<file path="src/rtl/exchange_port_arbiter_if.sv">
// Exchange-port arbiter bus: core request/grant handshake plus the port-1 memory
// signals. The arbiter uses the master modport; requesters and memory use slave.
interface exchange_port_arbiter_if #(
  parameter int NREQ = 4,
  parameter int A_W  = 5,
  parameter int D_W  = 1
);
  logic [NREQ-1:0]     REQ;
  logic [NREQ-1:0]     WE_REQ;
  logic [NREQ*A_W-1:0] ADDR_REQ;
  logic [NREQ*D_W-1:0] DI_REQ;
  logic [NREQ-1:0]     GNT;
  logic [NREQ-1:0]     ACK;
  logic [D_W-1:0]      DQ_REQ;
  logic                BUSY;
  logic [A_W-1:0]      A_1;
  logic [D_W-1:0]      DI_1;
  logic                WE_1;
  logic [D_W-1:0]      DQ_1;

  modport master (
    input  REQ, WE_REQ, ADDR_REQ, DI_REQ, DQ_1,
    output GNT, ACK, DQ_REQ, BUSY, A_1, DI_1, WE_1
  );

  modport slave (
    output REQ, WE_REQ, ADDR_REQ, DI_REQ, DQ_1,
    input  GNT, ACK, DQ_REQ, BUSY, A_1, DI_1, WE_1
  );
endinterface

</file>
<file path="src/rtl/exchange_port_arbiter.sv">
// Round-robin arbiter/sequencer sharing image_memory port 1 between NREQ cores.
// Define ARB_FIXED_PRIO_EN for fixed priority (lowest REQ index wins, no pointer).
module exchange_port_arbiter #(
  parameter int NREQ = 4,
  parameter int A_W  = 5,
  parameter int D_W  = 1
) (
  input  logic                    CLK,
  input  logic                    RST_N,
  exchange_port_arbiter_if.master bus
);

  localparam int IDX_W = (NREQ > 1) ? $clog2(NREQ) : 1;

  typedef enum logic [2:0] {IDLE, RD, WR_SET, WR_CMT, DONE} state_t;

  state_t           state, state_nx;
  logic             any_req;
  logic [IDX_W-1:0] win;
  logic [A_W-1:0]   addr_sel, addr_q;
  logic [D_W-1:0]   di_sel, di_q, dq_q;
  logic             we_sel;
  logic [NREQ-1:0]  gnt_q;
  logic             drive;
  logic             start;

  assign any_req = |bus.REQ;
  assign start   = (state == IDLE) && any_req;

`ifdef ARB_FIXED_PRIO_EN
  always_comb begin
    win = '0;
    for (int k = NREQ - 1; k >= 0; k--) begin
      if (bus.REQ[k]) win = IDX_W'(k);
    end
  end
`else
  logic [IDX_W-1:0] ptr, idx_q, cand;
  logic [IDX_W:0]   sum;
  logic             found;

  // Search upward from ptr+1, wrapping at NREQ; first set REQ wins.
  always_comb begin
    win   = ptr;
    found = 1'b0;
    sum   = '0;
    cand  = '0;
    for (int k = 1; k <= NREQ; k++) begin
      sum = {1'b0, ptr} + (IDX_W+1)'(k);
      if (sum >= (IDX_W+1)'(NREQ)) sum = sum - (IDX_W+1)'(NREQ);
      cand = sum[IDX_W-1:0];
      if (!found && bus.REQ[cand]) begin
        win   = cand;
        found = 1'b1;
      end
    end
  end

  always_ff @(posedge CLK or negedge RST_N) begin
    if (!RST_N) begin
      ptr   <= IDX_W'(NREQ - 1);
      idx_q <= '0;
    end else begin
      if (start)         idx_q <= win;
      if (state == DONE) ptr   <= idx_q;
    end
  end
`endif

  always_comb begin
    addr_sel = '0;
    di_sel   = '0;
    we_sel   = 1'b0;
    for (int k = 0; k < NREQ; k++) begin
      if (win == IDX_W'(k)) begin
        addr_sel = bus.ADDR_REQ[k*A_W +: A_W];
        di_sel   = bus.DI_REQ[k*D_W +: D_W];
        we_sel   = bus.WE_REQ[k];
      end
    end
  end

  always_ff @(posedge CLK or negedge RST_N) begin
    if (!RST_N) state <= IDLE;
    else        state <= state_nx;
  end

  always_comb begin
    state_nx = state;
    case (state)
      IDLE:    if (any_req) state_nx = we_sel ? WR_SET : RD;
      RD:      state_nx = DONE;
      WR_SET:  state_nx = WR_CMT;
      WR_CMT:  state_nx = DONE;
      DONE:    state_nx = IDLE;
      default: state_nx = IDLE;
    endcase
  end

  always_ff @(posedge CLK or negedge RST_N) begin
    if (!RST_N) begin
      gnt_q <= '0;
      dq_q  <= '0;
    end else begin
      if (start)         gnt_q <= NREQ'(1) << win;
      if (state == DONE) gnt_q <= '0;
      if (state == RD)   dq_q  <= bus.DQ_1;
    end
  end

  // Address/data are only observed while granted, so they carry no reset.
  always_ff @(posedge CLK) begin
    if (start) begin
      addr_q <= addr_sel;
      di_q   <= di_sel;
    end
  end

  // Port-1 signals are decoded from state so an async reset clears them at once.
  assign drive      = (state == RD) || (state == WR_SET) || (state == WR_CMT);
  assign bus.A_1    = drive ? addr_q : '0;
  assign bus.DI_1   = ((state == WR_SET) || (state == WR_CMT)) ? di_q : '0;
  assign bus.WE_1   = (state == WR_SET);
  assign bus.GNT    = gnt_q;
  assign bus.ACK    = (state == DONE) ? gnt_q : '0;
  assign bus.DQ_REQ = dq_q;
  assign bus.BUSY   = (state != IDLE);

endmodule
</file>
<file path="src/flat_wrapper.sv">
// flat-port wrapper written by rule: the top's interface ports become plain ports
module exchange_port_arbiter_flat 
#(
  parameter int NREQ = 4,
  parameter int A_W  = 5,
  parameter int D_W  = 1
)
  (CLK, RST_N, bus_REQ, bus_WE_REQ, bus_ADDR_REQ, bus_DI_REQ, bus_DQ_1, bus_GNT, bus_ACK, bus_DQ_REQ, bus_BUSY, bus_A_1, bus_DI_1, bus_WE_1);
  exchange_port_arbiter_if #(.NREQ(NREQ), .A_W(A_W), .D_W(D_W)) bus_i ();
  input  logic CLK;
  input  logic RST_N;
  input wire logic [$bits(bus_i.REQ)-1:0] bus_REQ;
  input wire logic [$bits(bus_i.WE_REQ)-1:0] bus_WE_REQ;
  input wire logic [$bits(bus_i.ADDR_REQ)-1:0] bus_ADDR_REQ;
  input wire logic [$bits(bus_i.DI_REQ)-1:0] bus_DI_REQ;
  input wire logic [$bits(bus_i.DQ_1)-1:0] bus_DQ_1;
  output wire logic [$bits(bus_i.GNT)-1:0] bus_GNT;
  output wire logic [$bits(bus_i.ACK)-1:0] bus_ACK;
  output wire logic [$bits(bus_i.DQ_REQ)-1:0] bus_DQ_REQ;
  output wire logic [$bits(bus_i.BUSY)-1:0] bus_BUSY;
  output wire logic [$bits(bus_i.A_1)-1:0] bus_A_1;
  output wire logic [$bits(bus_i.DI_1)-1:0] bus_DI_1;
  output wire logic [$bits(bus_i.WE_1)-1:0] bus_WE_1;
  assign bus_i.REQ = bus_REQ;
  assign bus_i.WE_REQ = bus_WE_REQ;
  assign bus_i.ADDR_REQ = bus_ADDR_REQ;
  assign bus_i.DI_REQ = bus_DI_REQ;
  assign bus_i.DQ_1 = bus_DQ_1;
  assign bus_GNT = bus_i.GNT;
  assign bus_ACK = bus_i.ACK;
  assign bus_DQ_REQ = bus_i.DQ_REQ;
  assign bus_BUSY = bus_i.BUSY;
  assign bus_A_1 = bus_i.A_1;
  assign bus_DI_1 = bus_i.DI_1;
  assign bus_WE_1 = bus_i.WE_1;
  exchange_port_arbiter #(.NREQ(NREQ), .A_W(A_W), .D_W(D_W)) u_core (.CLK(CLK), .RST_N(RST_N), .bus(bus_i));
endmodule
</file>
<file path="config.mk">
export PLATFORM = sky130hd
export DESIGN_NAME = exchange_port_arbiter_flat
export DESIGN_NICKNAME = d
export VERILOG_FILES = /design/src/rtl/exchange_port_arbiter_if.sv /design/src/rtl/exchange_port_arbiter.sv /design/src/flat_wrapper.sv
export SDC_FILE = /design/constraint.sdc
export NUM_CORES = 1
export LEC_CHECK = 0
export BUFFER_PORTS_ARGS = -buffer_cell sky130_fd_sc_hd__buf_4
export CORE_UTILIZATION = 49
export DETAILED_ROUTE_END_ITERATION = 8
export GPL_TIMING_DRIVEN = 0
export MAX_ROUTING_LAYER = met4
export PLACE_DENSITY = 0.88
export SLEW_MARGIN = 20
export SYNTH_ARGS = -nofsm -noshare
export SYNTH_HDL_FRONTEND = slang
export SYNTH_SLANG_ARGS = --single-unit
</file>
<file path="constraint.sdc">
create_clock -name CLK -period 5.1 [get_ports CLK]
set_clock_uncertainty 0.2 [all_clocks]
set_input_delay 1.02 -clock CLK [delete_from_list [all_inputs] [get_ports CLK]]
set_output_delay 1.02 -clock CLK [all_outputs]
set_load 0.05 [all_outputs]
</file>
# After elaboration in Yosys (flattened, before gate mapping)
# Cells that the tools add are included.
# word_totals
ram_bits	0
elab_cells	87
latch_bits	0
output_inout_bits	17
romBits	0
inputBits	35
n_memories	0
reg_bits	18
# classes
order_cmp	8
multipliers	0
bitwise_logic	0
muxes	39
div_mod_pow	0
n_reduce_logical	16
shift	1
addsub	8
n_eq_ne	8
# op_table
op	n
two-way mux 5 bit	5
two-way mux 2 bit	9
two-way mux 1 bit	16
>= comparator 3 bit, second input constant	4
< comparator 2 x 3 -> 1 bit, second input constant	4
two-way mux 4 bit	3
one-hot mux 3 bit (3 select lines)	1
binary-select mux 1 bit (select 2 bit)	4
subtractor 2 x 1 -> 2 bit, second input constant	4
adder 2 x 2 -> 3 bit, second input constant	2
== test 3 x 2 -> 1 bit, second input constant	2
== test 2 bit, second input constant	2
logical AND 1 bit	4
OR reduction 4 bit	1
<< shifter 1 x 2 -> 4 bit, first input constant	1
adder 2 x 1 -> 3 bit, second input constant	1
adder 2 x 3 -> 3 bit, second input constant	1
== test 3 x 1 -> 1 bit, second input constant	1
== test 3 bit, second input constant	1
logical NOT 1 bit	3
logical NOT 3 bit	1
logical OR 1 bit	3
two-way mux 3 bit	1
nonzero test 3 bit	1
other kinds (5)	5

# Depth between registers and ports, before layout
# Gate-level depths: netlist (run 1).
# depth
ltp_word	23
ltp_mapped	7
ltp_nobuf	5

# Least setup slack after synthesis (run 1)
# OpenSTA, ideal clock, no wires.
# synth_timing
path_type	register -> output
startpoint	register u_core.state[2]
endpoint	output port bus_WE_1
setup_slack_ns	2.178
path_stages_with_launch	2
required_time_ns	3.880
n_path_buf	0
t_arrival_ns	1.702
path_cell_list	dfrtp_1 -> nor3b_1
# synth_via
elab_chain_len	1
# synth_lines
item	line_no	source
start: declaration	exchange_port_arbiter.sv:17	state_t state, state_nx;
start signal: assignment	exchange_port_arbiter.sv:85	else state <= state_nx;
== test 3 x 2 -> 1 bit	exchange_port_arbiter.sv:123	assign bus.WE_1 = (state == WR_SET);
end: declaration	flat_wrapper.sv:23	output wire logic [$bits(bus_i.WE_1)-1:0] bus_WE_1;
# No other way between the ends.

# Worst setup path after layout (run 1)
# layout_timing
startpoint	register u_core.state[1]
endpoint	output port bus_A_1[2]
# layout_via
elab_chain_len	4
elab_cells_between_ends	6
classes_between	eq/ne: 3; mux: 1; reduce/logical: 2
# layout_lines
item	line_no	source
== test 3 x 1 -> 1 bit / == test 3 x 2 -> 1 bit (equally long branches)	exchange_port_arbiter.sv:120	assign drive = (state == RD) || (state == WR_SET) || (state == WR_CMT);
logical OR 1 bit	exchange_port_arbiter.sv:120	
logical OR 1 bit *	exchange_port_arbiter.sv:120	
two-way mux 5 bit *	exchange_port_arbiter.sv:121	assign bus.A_1 = drive ? addr_q : '0;
end: declaration	flat_wrapper.sv:21	output wire logic [$bits(bus_i.A_1)-1:0] bus_A_1;
# Every way passes the cells marked *; elsewhere a longest branch is shown, timed or not.

==> results of run 1 <==
power breakdown:
part	total, mW	leakage [nW]	internal [mW]	switching [mW]
sequential	0.292	0.206	0.238	0.0544
clock	0.0746	0.0154	0.0285	0.0461
combinational	0.632	0.558	0.244	0.388
through the flow:
| stage | setup WS (ps) | cell area, sq um | total power [mW] | instances |
|---|---|---|---|---|
| after floorplan | 2180 | 1080 | 0.751 | 95 |
| after global placement | 2320 | 1500 | 0.908 | 173 |
| after detailed placement | 2310 | 1500 | 0.927 | 173 |
| after CTS | 2320 | 1520 | 1.00 | 177 |
| after global routing | 2180 | 1520 | 1.05 | 177 |
| final | 2290 | 1520 | 0.998 | 177 |
worst max path at each step:
stage / startpoint / end / slack, ps / cells after the start
global placement: bus_REQ[3] / u_core.state[0] / 2320 / 7
global route: u_core.state[1] / bus_A_1[3] / 2180 / 4
detailed placement: bus_REQ[0] / u_core.state[0] / 2310 / 6
CTS: u_core.state[1] / bus_A_1[2] / 2320 / 4
floorplan: u_core.state[2] / bus_WE_1 / 2180 / 1
finish: u_core.state[1] / bus_A_1[2] / 2290 / 4
cell usage in the layout, fill, tap and decap left out, types with 2 or more instances in the layout:
| cell | instances |
|---|---|
| and2_1 | 6 |
| buf_4 | 52 |
| buf_6 | 2 |
| edfxtp_1 | 6 |
| o21ai_1 | 4 |
| nand2_1 | 7 |
| mux2_2 | 3 |
| nor2b_1 | 2 |
| inv_1 | 6 |
| mux2i_1 | 21 |
| nand3_1 | 2 |
| dfstp_2 | 2 |
| nor2_1 | 2 |
| and3_1 | 4 |
| a32o_1 | 2 |
| clkbuf_4 | 3 |
| dfrtp_1 | 10 |
kinds of logic (layout without fill, tap and decap cells):
family / count (synthesis) / after routing / share of synthesized area [%]
flops: 18 / 18 / 44.8
buf+inv: 9 / 64 / 4.87
mux: 24 / 24 / 22.6
compound gates: 13 / 13 / 10.7
simple gates: 31 / 31 / 17.1
worst min-delay path: stages (launching register included):
cell and delay (ps):
dfrtp_1 360, nand2_1 50, nand2_1 50
metal layers:
metal / global-route usage [%] / share of wire (%) / vias to the layer above
met3: 3.43 / 5.4 / 6
met2: 39.6 / 53 / 39
met5: - / 0 / -
met4: 11.3 / 1.8 / 0
li1: - / - / 457
met1: 26.9 / 39 / 451
area by class of cell:
cell class / count / share of cell area, %
multi-input cells: 68 / 35.7
flip-flops and latches: 18 / 31.7
repair buffers: 51 / 25.2
well taps: 27 / 2.22
plain buffers: 3 / 1.97
clock buffers: 3 / 1.48
inverters: 6 / 1.48
clock inverters: 1 / 0.247
sequential cells by signal, indices dropped and copies added (netlist names):
signal / count
u_core.di_q: 1
u_core.bus.DQ_REQ: 1
u_core.state: 3
u_core.bus.GNT: 4
u_core.ptr: 2
u_core.addr_q: 5
u_core.idx_q: 2
==> results.py, run 1 <==
metrics = {
    "worst_setup_path": {
        "regToRegSetupSlack_ps": 2840,
        "worst_setup_path_start_kind": "flip-flop",
        "timing.rr.end": "u_core.addr_q[0]",
        "cp_top_family": "simple AND/OR/NAND/NOR gates",
        "path_buf_inv": 1,
        "path_class": "flip-flop to output pin",
        "max_stage_delay_ps": 420,
        "critPathMostFrequentCell": "nor2_1",
        "crit_required_ps": 3880,
        "cp_max_fo": 6,
        "rr_startpoint": "u_core.ptr[1]",
        "cp_slowest_cell": "dfrtp_1",
        "worstSetupEndpointType": "output pin",
        "worstPathArrival_ps": 1590,
        "worstRegToRegCells": 7,
        "path_cells": "nor2_1 -> nor2_1 -> and2_1 -> buf_4",
    },
    "synth": {
        "syn-num-nets": 130,
        "yosys-top-cells-count": "21 x mux2i_1, 10 x dfrtp_1, 7 x nand2_1",
        "synth_top_area_share_pct": 23.2,
        "synth_edf_count": 6,
        "async_reset_ff_share_pct": 66.7,
        "synth_ff_type": "dfrtp_1",
        "synth-warning-count": 0,
        "ys_types": 31,
        "netlist_area_sq_um": 1080,
        "synth_cells": 95,
        "avgSynthCellArea_sq_um": 11.4,
        "yosys-top-cells-area": "dfrtp_1 23%, mux2i_1 19%, edfxtp_1 17%",
        "yosys.area.top_type": "dfrtp_1",
        "yosysMostFrequentCell": "mux2i_1",
        "yosys_register_bits": 18,
        "seq_area_frac_synth_pct": 44.8,
    },
    "timing": {
        "finalCritPeriodShare_pct": 55.1,
        "min_period_ps": 2810,
        "rsz0062_at_grt": "false",
        "hold_violations": 0,
        "tns_ps": 0,
        "setup_viol": 0,
        "slew_viol_final": 0,
        "relSlewSlack_pct": 55.2,
        "worst-slew-pin-transition_ps": 672,
        "timing.hold.ws_ps": 288,
        "max_freq_ghz": 0.356,
    },
    "global_route": {
        "grt_pass1_vias": 975,
        "grt_max_degree": 13,
        "grt_remaining_overflow": 0,
        "grt_pass1_wl_mm": 4.16,
        "gr-usage-all-layers_pct": 23.3,
        "antenna_found_initial": 0,
    },
    "power": {
        "p_leak_nw": 0.779,
        "ir_drop_mv": 0.413,
        "power_density_nw_per_um2": 656,
    },
    "clock_tree": {
        "cts_resized": 0,
        "htreeDepth": 1,
        "postCtsSetupBuffers": 0,
        "cts_tree": "yes",
        "cts_made_buffers": 3,
        "cts.clk_slew.worst_paths_ps": 110,
        "ctsHoldBuffers": 0,
        "clock_latency_ps": 300,
        "root_buffer": "clkbuf_4",
        "cts_max_path_buffers": 2,
        "cts_sinks": 18,
    },
    "worst_hold_path": {
        "min_path_cells": 2,
        "holdCritPathClass": "flip-flop to flip-flop",
        "min_to": "u_core.idx_q[0]",
        "hold_path_startpoint": "u_core.idx_q[0]",
    },
    "detailed_routing": {
        "detail_route.wl_per_cell_um": 14.6,
        "drtPass1Iterations": 4,
        "drt_iter0_drc": 21,
        "wirelength_mm": 2.59,
        "vias": 953,
        "viasPerCell": 5.38,
        "final_antenna_net_count": 0,
        "drc": 0,
    },
    "cells_and_area": {
        "area_growth_pct": 41.1,
        "multi_input_area_sq_um": 543,
        "regArea_sq_um": 483,
        "layout.nets": 186,
        "drive_above_1_share_pct": 44.7,
        "fillers": 146,
        "n_antenna_cell": 0,
        "final_util_pct": 75.2,
    },
    "floorplanning": {
        "dieArea_sq_um": 2390,
        "die_x_um": 48.9,
        "coreArea_sq_um": 2020,
        "start_util_pct": 53.3,
        "io_pins": 52,
        "rows": 16,
        "die_h_um": 48.9,
    },
    "flow_run": {
        "max-cap-violations": 0,
    },
    "run_status": {
        "status": "finished, final reports clean",
    },
    "placed_design": {
        "portBuffers": 51,
        "hpwl_mm": 1.99,
        "gp_congestion": 0.824,
    },
}
Power figures use the tool's default switching activity.
==> run 2, diff against run 1 <==
- CORE_UTILIZATION: 49 -> 41
- PLACE_DENSITY: 0.88 -> 0.79
- clock period: 5.1 -> 2.4 ns (I/O delays scaled with it)
==> run 2 against run 1 <==
  * Non-clock buffer count up 1
  * Critical path depth unchanged
  * Global-route usage down 3.8 points
  * Critical path type unchanged
  * Critical endpoint is now bus_A_1[1]
  * Largest cell class unchanged
==> results.py, run 2 (synthesized netlist as in run 1, its figures left out) <==
metrics = {
    "detailed_routing": {
        "vias": 927,
        "detail_route.wl_per_cell_um": 14.3,
        "drt_iter0_drc": 8,
        "viasPerCell": 5.12,
        "final_antenna_net_count": 0,
        "drc": 0,
        "wirelength_mm": 2.58,
        "drtPass1Iterations": 4,
    },
    "global_route": {
        "grt_max_degree": 13,
        "grt_pass1_wl_mm": 3.85,
        "grt_remaining_overflow": 0,
        "gr-usage-all-layers_pct": 19.5,
        "grt_pass1_vias": 844,
        "antenna_found_initial": 0,
    },
    "floorplanning": {
        "dieArea_sq_um": 2840,
        "io_pins": 52,
        "rows": 18,
        "die_h_um": 53.3,
        "start_util_pct": 43.5,
        "die_x_um": 53.3,
        "coreArea_sq_um": 2480,
    },
    "cells_and_area": {
        "area_growth_pct": 42.3,
        "final_cell_mix": "52 x buf_4, 21 x mux2i_1, 10 x dfrtp_1, 7 x nand2_1",
        "finalInstanceArea_sq_um": 1540,
        "n_antenna_cell": 0,
        "layout.nets": 187,
        "largest_register_ffs": 5,
        "final_cells": 181,
        "drive_above_1_share_pct": 44.4,
        "largest-register": "u_core.addr_q",
        "layout_commonest_cell": "buf_4",
    },
    "timing": {
        "min_period_ps": 2260,
        "hold_violations": 0,
        "finalCritPeriodShare_pct": 94.3,
        "rsz0062_at_grt": "false",
        "max_freq_ghz": 0.442,
        "setup_viol": 0,
        "worst-slew-pin-transition_ps": 638,
        "tns_ps": 0,
        "relSlewSlack_pct": 57.5,
        "slew_viol_final": 0,
    },
    "worst_setup_path": {
        "cp_slowest_cell": "dfrtp_1",
        "critPathMostFrequentCell": "nor2_1",
        "worstPathArrival_ps": 1580,
        "max_stage_delay_ps": 430,
        "path_class": "flip-flop to output pin",
        "cp_max_fo": 6,
        "path_buf_inv": 1,
        "worst_setup_path_start_kind": "flip-flop",
        "crit_required_ps": 1720,
        "worstSetupEndpointType": "output pin",
        "path_cells": "nor2_1 -> nor2_1 -> and2_1 -> buf_4",
        "cp_top_family": "simple AND/OR/NAND/NOR gates",
    },
    "power": {
        "power_density_nw_per_um2": 1380,
        "ir_drop_mv": 0.747,
        "p_leak_nw": 0.783,
        "power_mw": 2.11,
    },
    "worst_hold_path": {
        "holdCritPathClass": "primary input to flip-flop",
    },
    "run_status": {
        "status": "finished, final reports clean",
    },
    "clock_tree": {
        "cts_made_buffers": 3,
        "clock_latency_ps": 280,
        "cts_sinks": 18,
        "cts.clk_slew.worst_paths_ps": 100,
        "htreeDepth": 1,
        "root_buffer": "clkbuf_4",
        "cts_tree": "yes",
        "cts_resized": 0,
        "cts_max_path_buffers": 2,
    },
    "flow_run": {
        "max-cap-violations": 0,
    },
    "placed_design": {
        "portBuffers": 51,
        "gp_congestion": 0.761,
        "placed_area_sq_um": 1500,
        "post-place-cells": 176,
        "hpwl_mm": 2.02,
    },
}
-- run 2: final cells by class --
class / count / area, sq um
clock buffer: 4 / 26.3
sequential: 18 / 483
inverter: 6 / 22.5
multi-input combinational: 68 / 543
buffer: 3 / 30.0
timing repair buffer: 52 / 393
fill: 225 / 942
tap: 30 / 37.5
-- run 2: worst paths after layout --
| kind | start | to | slack [ps] | depth (start not counted) |
|---|---|---|---|---|
| min | bus_DQ_1 | u_core.bus.DQ_REQ | 230 | 2 |
| min in group asynchronous | RST_N | u_core.bus.GNT[0] | 370 | 2 |
| min reg2reg | u_core.idx_q[1] | u_core.idx_q[1] | 290 | 2 |
| max in group asynchronous | RST_N | u_core.ptr[1] | 1400 | 2 |
| max | u_core.state[1] | bus_A_1[1] | 140 | 4 |
| max reg2reg | u_core.state[2] | u_core.state[1] | 180 | 6 |
-- run 2: per-layer routing --
layer / vias to the layer above / track usage, % / share of wire (%)
met5: - / - / 0
met4: 0 / 6.58 / 1.0
met3: 2 / 0.862 / 2.0
met2: 18 / 32.9 / 54
met1: 451 / 24.7 / 43
li1: 456 / - / -
-- run 2: through the flow --
step	util, %	hold slack (ps)	setup WS (ps)
after floorplan	-	-15.6	17.6
after global placement	60.5	122	177
final	62.0	227	138
after global routing	62.0	215	26.3
after CTS	62.0	223	127
after detailed placement	60.5	126	157
-- run 2: timing repair --
action | 4_1_cts | 5_1_grt
hold buffers | 1 | 0
buffers inserted | 0 | 0
endpoints found under the hold margin | 10 | 0
-- run 2: where the power goes --
| part | leakage, nW | switching (mW) | internal, mW |
|---|---|---|---|
| Clock | 0.0150 | 0.0883 | 0.0644 |
| Sequential | 0.206 | 0.113 | 0.505 |
| Combinational | 0.562 | 0.824 | 0.520 |
